### config.mk
export PLATFORM = sky130hd
export DESIGN_NAME = hazard_ctrl
export DESIGN_NICKNAME = d
export VERILOG_FILES = /design/src/rtl/pcpu_pkg.sv /design/src/rtl/sat_counter.sv /design/src/rtl/hazard_ctrl.sv
export SDC_FILE = /design/constraint.sdc
export NUM_CORES = 1
export LEC_CHECK = 0
export ABC_AREA = 0
export CAP_MARGIN = 20
export CORE_MARGIN = 2
export CORE_UTILIZATION = 30
export DETAILED_ROUTE_END_ITERATION = 10
export PLACE_DENSITY = 0.56
export SLEW_MARGIN = 20
export SYNTH_ARGS = -nofsm -noshare
export SYNTH_HDL_FRONTEND = slang
export SYNTH_SLANG_ARGS = --single-unit
### constraint.sdc
create_clock -name clk -period 3.15 [get_ports clk]
set_input_delay 0.63 -clock clk [delete_from_list [all_inputs] [get_ports clk]]
set_output_delay 0.63 -clock clk [all_outputs]
set_load 0.03 [all_outputs]
### src/rtl/pcpu_pkg.sv
`default_nettype none
// ============================================================================
//  Module      : pcpu_pkg
//  Description : Shared definitions for the five-stage PCPU control path.
//                Holds the hazard controller state encoding, the NOP
//                instruction encoding and a register-match helper.
//  Revision    : 1.0  initial release
// ============================================================================
package pcpu_pkg;

  typedef enum logic [1:0] {
    ST_RUN    = 2'd0,
    ST_BSTALL = 2'd1,
    ST_MDU    = 2'd2
  } state_e;

  // All-zero word decodes as sll $0,$0,0
  localparam logic [31:0] NOP_INSTR = 32'h0000_0000;

  // A destination creates a dependency only if it is non-zero and equals
  // Rs, or equals Rt when Rt is actually read by the ID instruction.
  function automatic logic reg_match(input logic [4:0] dst,
                                     input logic [4:0] rs,
                                     input logic [4:0] rt,
                                     input logic       rt_read);
    return (dst != 5'd0) && ((dst == rs) || (rt_read && (dst == rt)));
  endfunction

endpackage
`default_nettype wire

### src/rtl/sat_counter.sv
`default_nettype none
// ============================================================================
//  Module      : sat_counter
//  Description : Up-counter that sticks at all-ones instead of wrapping.
//  Ports       : clk   - clock
//                rst_n - asynchronous active-low reset (clears count)
//                inc   - count this cycle
//                count - current value
//  Revision    : 1.0  initial release
// ============================================================================
module sat_counter #(
  parameter int CNT_W = 16
) (
  input  logic             clk,
  input  logic             rst_n,
  input  logic             inc,
  output logic [CNT_W-1:0] count
);

  localparam logic [CNT_W-1:0] C_ONE = {{(CNT_W-1){1'b0}}, 1'b1};
  localparam logic [CNT_W-1:0] C_MAX = {CNT_W{1'b1}};

  logic [CNT_W-1:0] count_q;
  logic [CNT_W-1:0] count_d;

  always_comb begin
    count_d = count_q;
    if (inc && (count_q != C_MAX)) begin
      count_d = count_q + C_ONE;
    end
  end

  always_ff @(posedge clk or negedge rst_n) begin
    if (!rst_n) begin
      count_q <= '0;
    end else begin
      count_q <= count_d;
    end
  end

  assign count = count_q;

endmodule
`default_nettype wire

### src/rtl/hazard_ctrl.sv
`default_nettype none
// ============================================================================
//  Module      : hazard_ctrl
//  Description : Pipeline hazard controller for the five-stage PCPU.
//                Stalls on load-use and on branch/jump operands that
//                forwarding cannot yet supply, flushes IF/ID on a taken
//                branch and freezes the pipe while a mul/div occupies EX.
//  Ports       : IF_ID_Rs/Rt, UsesRt, PCWriteCond, Jump, BranchTaken - ID
//                ID_EX_* / EX_MEM_*  - producers in EX and MEM
//                MduStart            - EX holds a mul/div op
//                PCWrite, IF_ID_Write, IF_ID_Flush, ID_EX_Write,
//                ID_EX_Bubble, EX_MEM_Bubble - pipeline register controls
//                StallCount          - saturating count of PC-hold cycles
//  Revision    : 1.0  initial release
// ============================================================================
module hazard_ctrl
  import pcpu_pkg::*;
#(
  parameter int MDU_LAT = 4,
  parameter int CNT_W   = 16
) (
  input  logic             clk,
  input  logic             rst_n,
  input  logic [4:0]       IF_ID_Rs,
  input  logic [4:0]       IF_ID_Rt,
  input  logic             UsesRt,
  input  logic [3:0]       PCWriteCond,
  input  logic [1:0]       Jump,
  input  logic             BranchTaken,
  input  logic [4:0]       ID_EX_WriteReg,
  input  logic             ID_EX_RegWrite,
  input  logic             ID_EX_MemRead,
  input  logic [4:0]       EX_MEM_WriteReg,
  input  logic             EX_MEM_MemRead,
  input  logic             MduStart,
  output logic             PCWrite,
  output logic             IF_ID_Write,
  output logic             IF_ID_Flush,
  output logic             ID_EX_Write,
  output logic             ID_EX_Bubble,
  output logic             EX_MEM_Bubble,
  output logic [CNT_W-1:0] StallCount
);

  // Counter holds the MDU cycles remaining after the current one.
  localparam int             MC_W     = (MDU_LAT > 2) ? $clog2(MDU_LAT - 1) : 1;
  localparam logic [MC_W-1:0] MDU_INIT = MC_W'(MDU_LAT - 2);
  localparam logic [MC_W-1:0] MC_ONE   = MC_W'(1);

  state_e          state_q, state_d;
  logic [MC_W-1:0] mdu_cnt_q, mdu_cnt_d;

  logic rt_read, is_br, ex_match, mem_match;
  logic lu_hit, bex_hit, bmem_hit;
  logic stall, freeze, flush, hold;

  always_comb begin
    rt_read   = UsesRt | (PCWriteCond != 4'd0);
    is_br     = (PCWriteCond != 4'd0) | (Jump != 2'd0);
    ex_match  = reg_match(ID_EX_WriteReg,  IF_ID_Rs, IF_ID_Rt, rt_read);
    mem_match = reg_match(EX_MEM_WriteReg, IF_ID_Rs, IF_ID_Rt, rt_read);
    lu_hit    = ID_EX_MemRead & ex_match;
    bex_hit   = is_br & ID_EX_RegWrite & ex_match;
    bmem_hit  = is_br & EX_MEM_MemRead & mem_match;
  end

  always_comb begin
    state_d   = state_q;
    mdu_cnt_d = mdu_cnt_q;
    stall     = 1'b0;
    freeze    = 1'b0;
    flush     = 1'b0;
    case (state_q)
      ST_RUN: begin
        if (MduStart) begin
          freeze    = 1'b1;
          mdu_cnt_d = MDU_INIT;
          state_d   = ST_MDU;
        end else begin
          stall = lu_hit | bex_hit | bmem_hit;
          // A branch consuming a load result in EX needs the load to reach
          // WB before its operand is forwardable into ID: one extra stall.
          if (bex_hit && ID_EX_MemRead) begin
            state_d = ST_BSTALL;
          end
          flush = ~stall & BranchTaken;
        end
      end
      ST_BSTALL: begin
        stall   = 1'b1;
        state_d = ST_RUN;
      end
      ST_MDU: begin
        freeze = 1'b1;
        if (mdu_cnt_q == '0) begin
          state_d = ST_RUN;
        end else begin
          mdu_cnt_d = mdu_cnt_q - MC_ONE;
        end
      end
      default: begin
        state_d = ST_RUN;
      end
    endcase
  end

  always_ff @(posedge clk or negedge rst_n) begin
    if (!rst_n) begin
      state_q   <= ST_RUN;
      mdu_cnt_q <= '0;
    end else begin
      state_q   <= state_d;
      mdu_cnt_q <= mdu_cnt_d;
    end
  end

  // While reset is held all controls sit at their free-running values.
  assign hold          = rst_n & (stall | freeze);
  assign PCWrite       = ~hold;
  assign IF_ID_Write   = ~hold;
  assign IF_ID_Flush   = rst_n & flush;
  assign ID_EX_Write   = ~(rst_n & freeze);
  assign ID_EX_Bubble  = rst_n & stall;
  assign EX_MEM_Bubble = rst_n & freeze;

  sat_counter #(
    .CNT_W (CNT_W)
  ) u_stall_cnt (
    .clk   (clk),
    .rst_n (rst_n),
    .inc   (~PCWrite),
    .count (StallCount)
  );

endmodule
`default_nettype wire
### After elaboration in Yosys (flattened, before gate mapping)

Index checks and enable logic that the tools add are counted.

| storage, ports and cells | value |
|---|---|
| flip-flop bits (word level) | 20 |
| logic and storage cells | 64 |

| cells by class | value |
|---|---|
| bitwise gates (word level) | 18 |
| reductions and logical operators | 17 |
| multiplexer cells | 13 |
| add/subtract/negate cells | 2 |
| equality and inequality tests | 11 |

Operator list:

| cell | count |
|---|---|
| $eq A5 B5 Y1 | 4 |
| $add A16 B1 Y16 const B | 1 |
| $ne A16 B16 Y1 const B | 1 |
| $and A1 B1 Y1 | 10 |
| $mux W2 | 5 |
| $reduce_bool A5 Y1 | 2 |
| $pmux W2 S2 | 2 |
| $logic_and A1 B1 Y1 | 6 |
| $ne A2 B2 Y1 const B | 3 |
| $or A1 B1 Y1 | 5 |
| $logic_not A2 Y1 | 2 |
| $mux W1 | 4 |
| $pmux W1 S2 | 2 |
| $reduce_bool A2 Y1 | 2 |
| $reduce_bool A4 Y1 | 1 |
| $ne A3 B3 Y1 const B | 1 |
| $not A1 Y1 | 3 |
| $reduce_and A3 Y1 | 1 |
| $eq A2 B1 Y1 const B | 1 |
| $eq A2 B2 Y1 const B | 1 |
| $logic_or A1 B1 Y1 | 2 |
| $reduce_and A2 Y1 | 1 |
| $sub A2 B1 Y2 const B | 1 |

### Logic depth before layout (Yosys ltp)

Gate-level depths: netlist of the first run.

| depth | value |
|---|---|
| depth in word-level cells | 13 |
| mapped depth | 7 |
| gate-level depth less buffers | 6 |

### Cells and area by module

A second synthesis of the first run with hierarchy kept.

| unflattened totals | value |
|---|---|
| cell total of the unflattened synthesis | 142 |
| area, all modules | 1,430.1 um2 |

By module, submodules not included:

| module | cells each | times used | area an instance (um2) |
|---|---|---|---|
| sat_counter | 72 | 1 | 859.6 |
| hazard_ctrl | 70 | 1 | 570.5 |

### Worst setup path before layout of the first run

Ideal clock, no wire load.

| path | value |
|---|---|
| path kind | input-to-output |
| start point | in PCWriteCond[1] |
| end point | out PCWrite |
| setup slack | 0.125 ns |
| arrival time | 2.395 ns |
| stages on the path | 7 |
| data required time | 2.520 ns |
| path through | or4_4 > o211ai_1 > a2bb2oi_2 > o221ai_2 > buf_6 > nand2_1 > buf_4 |

| between the ends | value |
|---|---|
| longest elaborated chain between the ends | 13 |

Ends and longest elaborated chain:

| what | line | RTL |
|---|---|---|
| from (decl) | hazard_ctrl.sv:27 | `input logic [3:0] PCWriteCond,` |
| $reduce_bool A4 Y1 * | hazard_ctrl.sv:58, hazard_ctrl.sv:59 |  |
| $or A1 B1 Y1 | hazard_ctrl.sv:58 | `rt_read = UsesRt \| (PCWriteCond != 4'd0);` |
| $logic_and A1 B1 Y1 | pcpu_pkg.sv:26 | `return (dst != 5'd0) && ((dst == rs) \|\| (rt_read && (dst == rt)));` |
| $logic_or A1 B1 Y1 | pcpu_pkg.sv:26 |  |
| $logic_and A1 B1 Y1 | pcpu_pkg.sv:26 |  |
| $and A1 B1 Y1, on equally long branches | hazard_ctrl.sv:62, hazard_ctrl.sv:63 |  |
| $or A1 B1 Y1 | hazard_ctrl.sv:80 | `stall = lu_hit \| bex_hit \| bmem_hit;` |
| $or A1 B1 Y1 * | hazard_ctrl.sv:80 |  |
| $mux W1 * | hazard_ctrl.sv:75 | `if (MduStart) begin` |
| $pmux W1 S2 * | hazard_ctrl.sv:73 | `case (state_q)` |
| $or A1 B1 Y1 * | hazard_ctrl.sv:118 | `assign hold = rst_n & (stall \| freeze);` |
| $and A1 B1 Y1 * | hazard_ctrl.sv:118 |  |
| $not A1 Y1 * | n/a |  |
| to (decl) | hazard_ctrl.sv:36 | `output logic PCWrite,` |

Mark *: on every way between the ends. The rest lies on a longest branch, timed or not.

### Final worst setup path of the first run

| path | value |
|---|---|
| start point | in PCWriteCond[2] |
| end point | out PCWrite |

| between the ends | value |
|---|---|
| longest elaborated chain between the ends | 13 |

Ends and longest elaborated chain:

| what | line | RTL |
|---|---|---|
| $reduce_bool A4 Y1 * | hazard_ctrl.sv:58, hazard_ctrl.sv:59 |  |
| $or A1 B1 Y1 | hazard_ctrl.sv:58 |  |
| $logic_and A1 B1 Y1 | pcpu_pkg.sv:26 |  |
| $logic_or A1 B1 Y1 | pcpu_pkg.sv:26 |  |
| $logic_and A1 B1 Y1 | pcpu_pkg.sv:26 |  |
| $and A1 B1 Y1, on equally long branches | hazard_ctrl.sv:62, hazard_ctrl.sv:63 |  |
| $or A1 B1 Y1 | hazard_ctrl.sv:80 |  |
| $or A1 B1 Y1 * | hazard_ctrl.sv:80 |  |
| $mux W1 * | hazard_ctrl.sv:75 |  |
| $pmux W1 S2 * | hazard_ctrl.sv:73 |  |
| $or A1 B1 Y1 * | hazard_ctrl.sv:118 |  |
| $and A1 B1 Y1 * | hazard_ctrl.sv:118 |  |
| $not A1 Y1 * | hazard_ctrl.sv:119 | `assign PCWrite = ~hold;` |

Marked as above.

==> flow_metrics.tcl, run 1 <==
set metrics [dict create \
    ioPinCount 56 \
    fillCellCount 403 \
    fin_skew_ps 2.30 \
    routed_wl_um 3750 \
    wl_per_cell_um 14.6 \
    multi_input_area_um2 890 \
    routed_via_density 5.06 \
    place_area_um2 2050 \
    routabilityCongestion 0.956 \
    tns_ps 0 \
    synth_warnings 0 \
    synth_fp_nets 177 \
    period_needed_ps 3010 \
    drv_slew 0 \
    drt_pass1_iterations 4 \
    status "completed" \
    drt-initial-drc-count 35 \
    seq_area_um2 500 \
    stdcell_area_um2 2130 \
    maxCapViolCount 0 \
    clk_path_buf_depth 2 \
    synth-seq-area-share 0.357 \
    endpoint_kind "output pin" \
    grt_pass1_vias 1360 \
    ys_ff_latch 20 \
    final_antenna_net_count 0 \
    hpwlAfterDp_um 3050 \
    final-hold-violation-count 0 \
    grt_pass1_wl_um 6400 \
    fin_crit_sh 0.955 \
    cp_slowest_cell "or4_4" \
    area_delta_synth_final_pct 51.8 \
    vias 1301 \
    hold_path_class "reg2reg" \
    clk_pin_slew_ps 70 \
    instances_no_fill 257 \
    setup_slack_ps 142 \
    crit_arrival_ps 2380 \
    ys_types 33 \
    route.detailed.drc 0 \
    power.density_nw_per_um2 505 \
    final_layout_size_suffix_gt1_frac 0.171 \
    clock.fmax_mhz 332 \
    htreeDepth 1 \
    ir_drop_mv 0.398 \
    required_ps 2520 \
    syn_area_per_cell_um2 9.94 \
    rows 24 \
    max_stage_delay_ps 560 \
    setup_viol 0 \
    netlist_area_um2 1400 \
    port_buffers 55 \
    rsz0062_at_grt "false" \
    place_ws_ps -448 \
    dp_cells 254 \
    crit_path_cell_trace "dlygate4sd2_1 > or4_4 > o31a_1 > o21ai_2 > buf_4 > o221ai_4 > nand2_2 > buf_6" \
    nets 243 \
    clock_latency_ps 250 \
    gr-total-overflow 0 \
    syn_inst 141 \
    cp-start-kind "input port" \
    final_cell_mix "clkdlybuf4s50_1, xnor2_1, dfrtp_1" \
    num_antenna_cells 0 \
    leakage_nw 0.900 \
    die_w_um 72.3 \
    die_area_um2 5230 \
    grt_max_degree 21 \
    dieHeight_um 72.3 \
    antenna_found_initial 0 \
    initial_core_util 0.317 \
    tightestPinTransition_ps 560 \
    numCtsBuffers 3 \
    clock_sinks 20 \
    slew-limit-headroom 0.624 \
    postCtsSetupBuffers 0 \
    cts_tree "done" \
    track_usage 0.156 \
    core-area_um2 4410 \
    power_mw 1.07 \
    root_buffer "clkbuf_8" \
    worst-path-max-fanout 4 \
    mostFrequentLayoutCell "clkdlybuf4s50_1" \
    crit_type "in2out" \
]
==> power by group <==
| group | internal (mW) | switching [mW] |
|---|---|---|
| sequential | 0.318 | 0.0662 |
| clock | 0.0850 | 0.0797 |
| combinational | 0.248 | 0.276 |
==> synthesized netlist by cell type (all sizes together) <==
master / n / area [µm²]
a2bb2oi: 2 / 30.0
nand3: 14 / 100
a22o: 1 / 8.76
xnor2: 23 / 201
o22ai: 2 / 12.5
inv: 5 / 18.8
mux2: 3 / 33.8
or4: 1 / 11.3
o221ai: 1 / 15.0
and2: 1 / 6.26
a22oi: 1 / 7.51
nand2: 7 / 26.3
buf: 3 / 23.8
and3: 11 / 68.8
o211ai: 2 / 15.0
o311ai: 1 / 8.76
a21boi: 1 / 7.51
a21oi: 4 / 20.0
xor2: 10 / 87.6
nor2: 6 / 22.5
dfrtp: 20 / 500
and4: 1 / 8.76
nand4: 7 / 62.6
nor3b: 2 / 15.0
ha: 2 / 25.0
nor3: 6 / 30.0
o21ai: 1 / 8.76
o21bai: 1 / 7.51
o31a: 2 / 17.5
==> cell type report <==
class / instances / share of cell area
tap: 52 / 0.0306
timing repair buffer: 64 / 0.288
inverter: 5 / 0.00882
clock buffer: 3 / 0.0194
sequential: 20 / 0.235
multi-input combinational: 113 / 0.418
==> worst max-delay path: cells and delay by family <==
family	cells	cell delay, ps
simple gates	2	680
compound gates	3	560
buf+inv	3	500
==> cells by family (layout without fill, tap and decap cells) <==
group | Yosys count | in the layout | synth area share
AOI/OAI and AO/OA | 19 | 19 | 0.113
xor gates and xnor gates | 33 | 33 | 0.206
adders and majority gates | 2 | 2 | 0.0179
buffers and inverters | 8 | 72 | 0.0304
DFF | 20 | 20 | 0.357
muxes | 3 | 3 | 0.0241
and+or+nand+nor | 56 | 56 | 0.251
==> metal layers <==
layer	vias to the layer above	GRT usage	wire length, µm
met5	-	0	0
met4	0	0.0210	13
met3	2	0.0306	144
met2	30	0.262	1840
met1	633	0.213	1760
li1	636	-	-
==> registers in the layout (all words and copies together) (netlist names) <==
register	cells
state_q	2
mdu_cnt_q	2
u_stall_cnt.count	16
==> final timing paths <==
path,from,to,slack (ps),cells past startpoint
max,PCWriteCond[2],PCWrite,140,8
min reg2reg,u_stall_cnt.count[8]$_DFFE_PN0P_,u_stall_cnt.count[8]$_DFFE_PN0P_,490,1
min,u_stall_cnt.count[8]$_DFFE_PN0P_,u_stall_cnt.count[8]$_DFFE_PN0P_,490,1
min in group asynchronous,rst_n,state_q[0]$_DFFE_PN0P_,840,2
max in group asynchronous,rst_n,u_stall_cnt.count[13]$_DFFE_PN0P_,2100,2
max reg2reg,u_stall_cnt.count[0]$_DFFE_PN0P_,u_stall_cnt.count[1]$_DFFE_PN0P_,1120,6
==> metrics by stage <==
stage	util	hold WS, ps
after global placement	0.465	480
after detailed placement	0.465	482
final	0.482	492
after CTS	0.479	493
after floorplan	-	334
after global routing	0.482	511
==> what timing repair did <==
item,4_1_cts,5_1_grt
pin swaps,6,4
hold buffers,0,0
resized for setup,15,3
endpoints found under the setup margin,3,3
No activity file was read; power rests on OpenSTA's default activity.
==> run 2: changes to the inputs <==
--- a/config.mk
+++ b/config.mk
@@ -6,7 +6,7 @@
 export NUM_CORES = 1
 export LEC_CHECK = 0
 export ABC_AREA = 0
-export CAP_MARGIN = 20
+export CAP_MARGIN = 25
 export CORE_MARGIN = 2
 export CORE_UTILIZATION = 30
 export DETAILED_ROUTE_END_ITERATION = 10
==> results of run 2 <==
The final DEF is identical to that of run 1; final timing and power are the same.
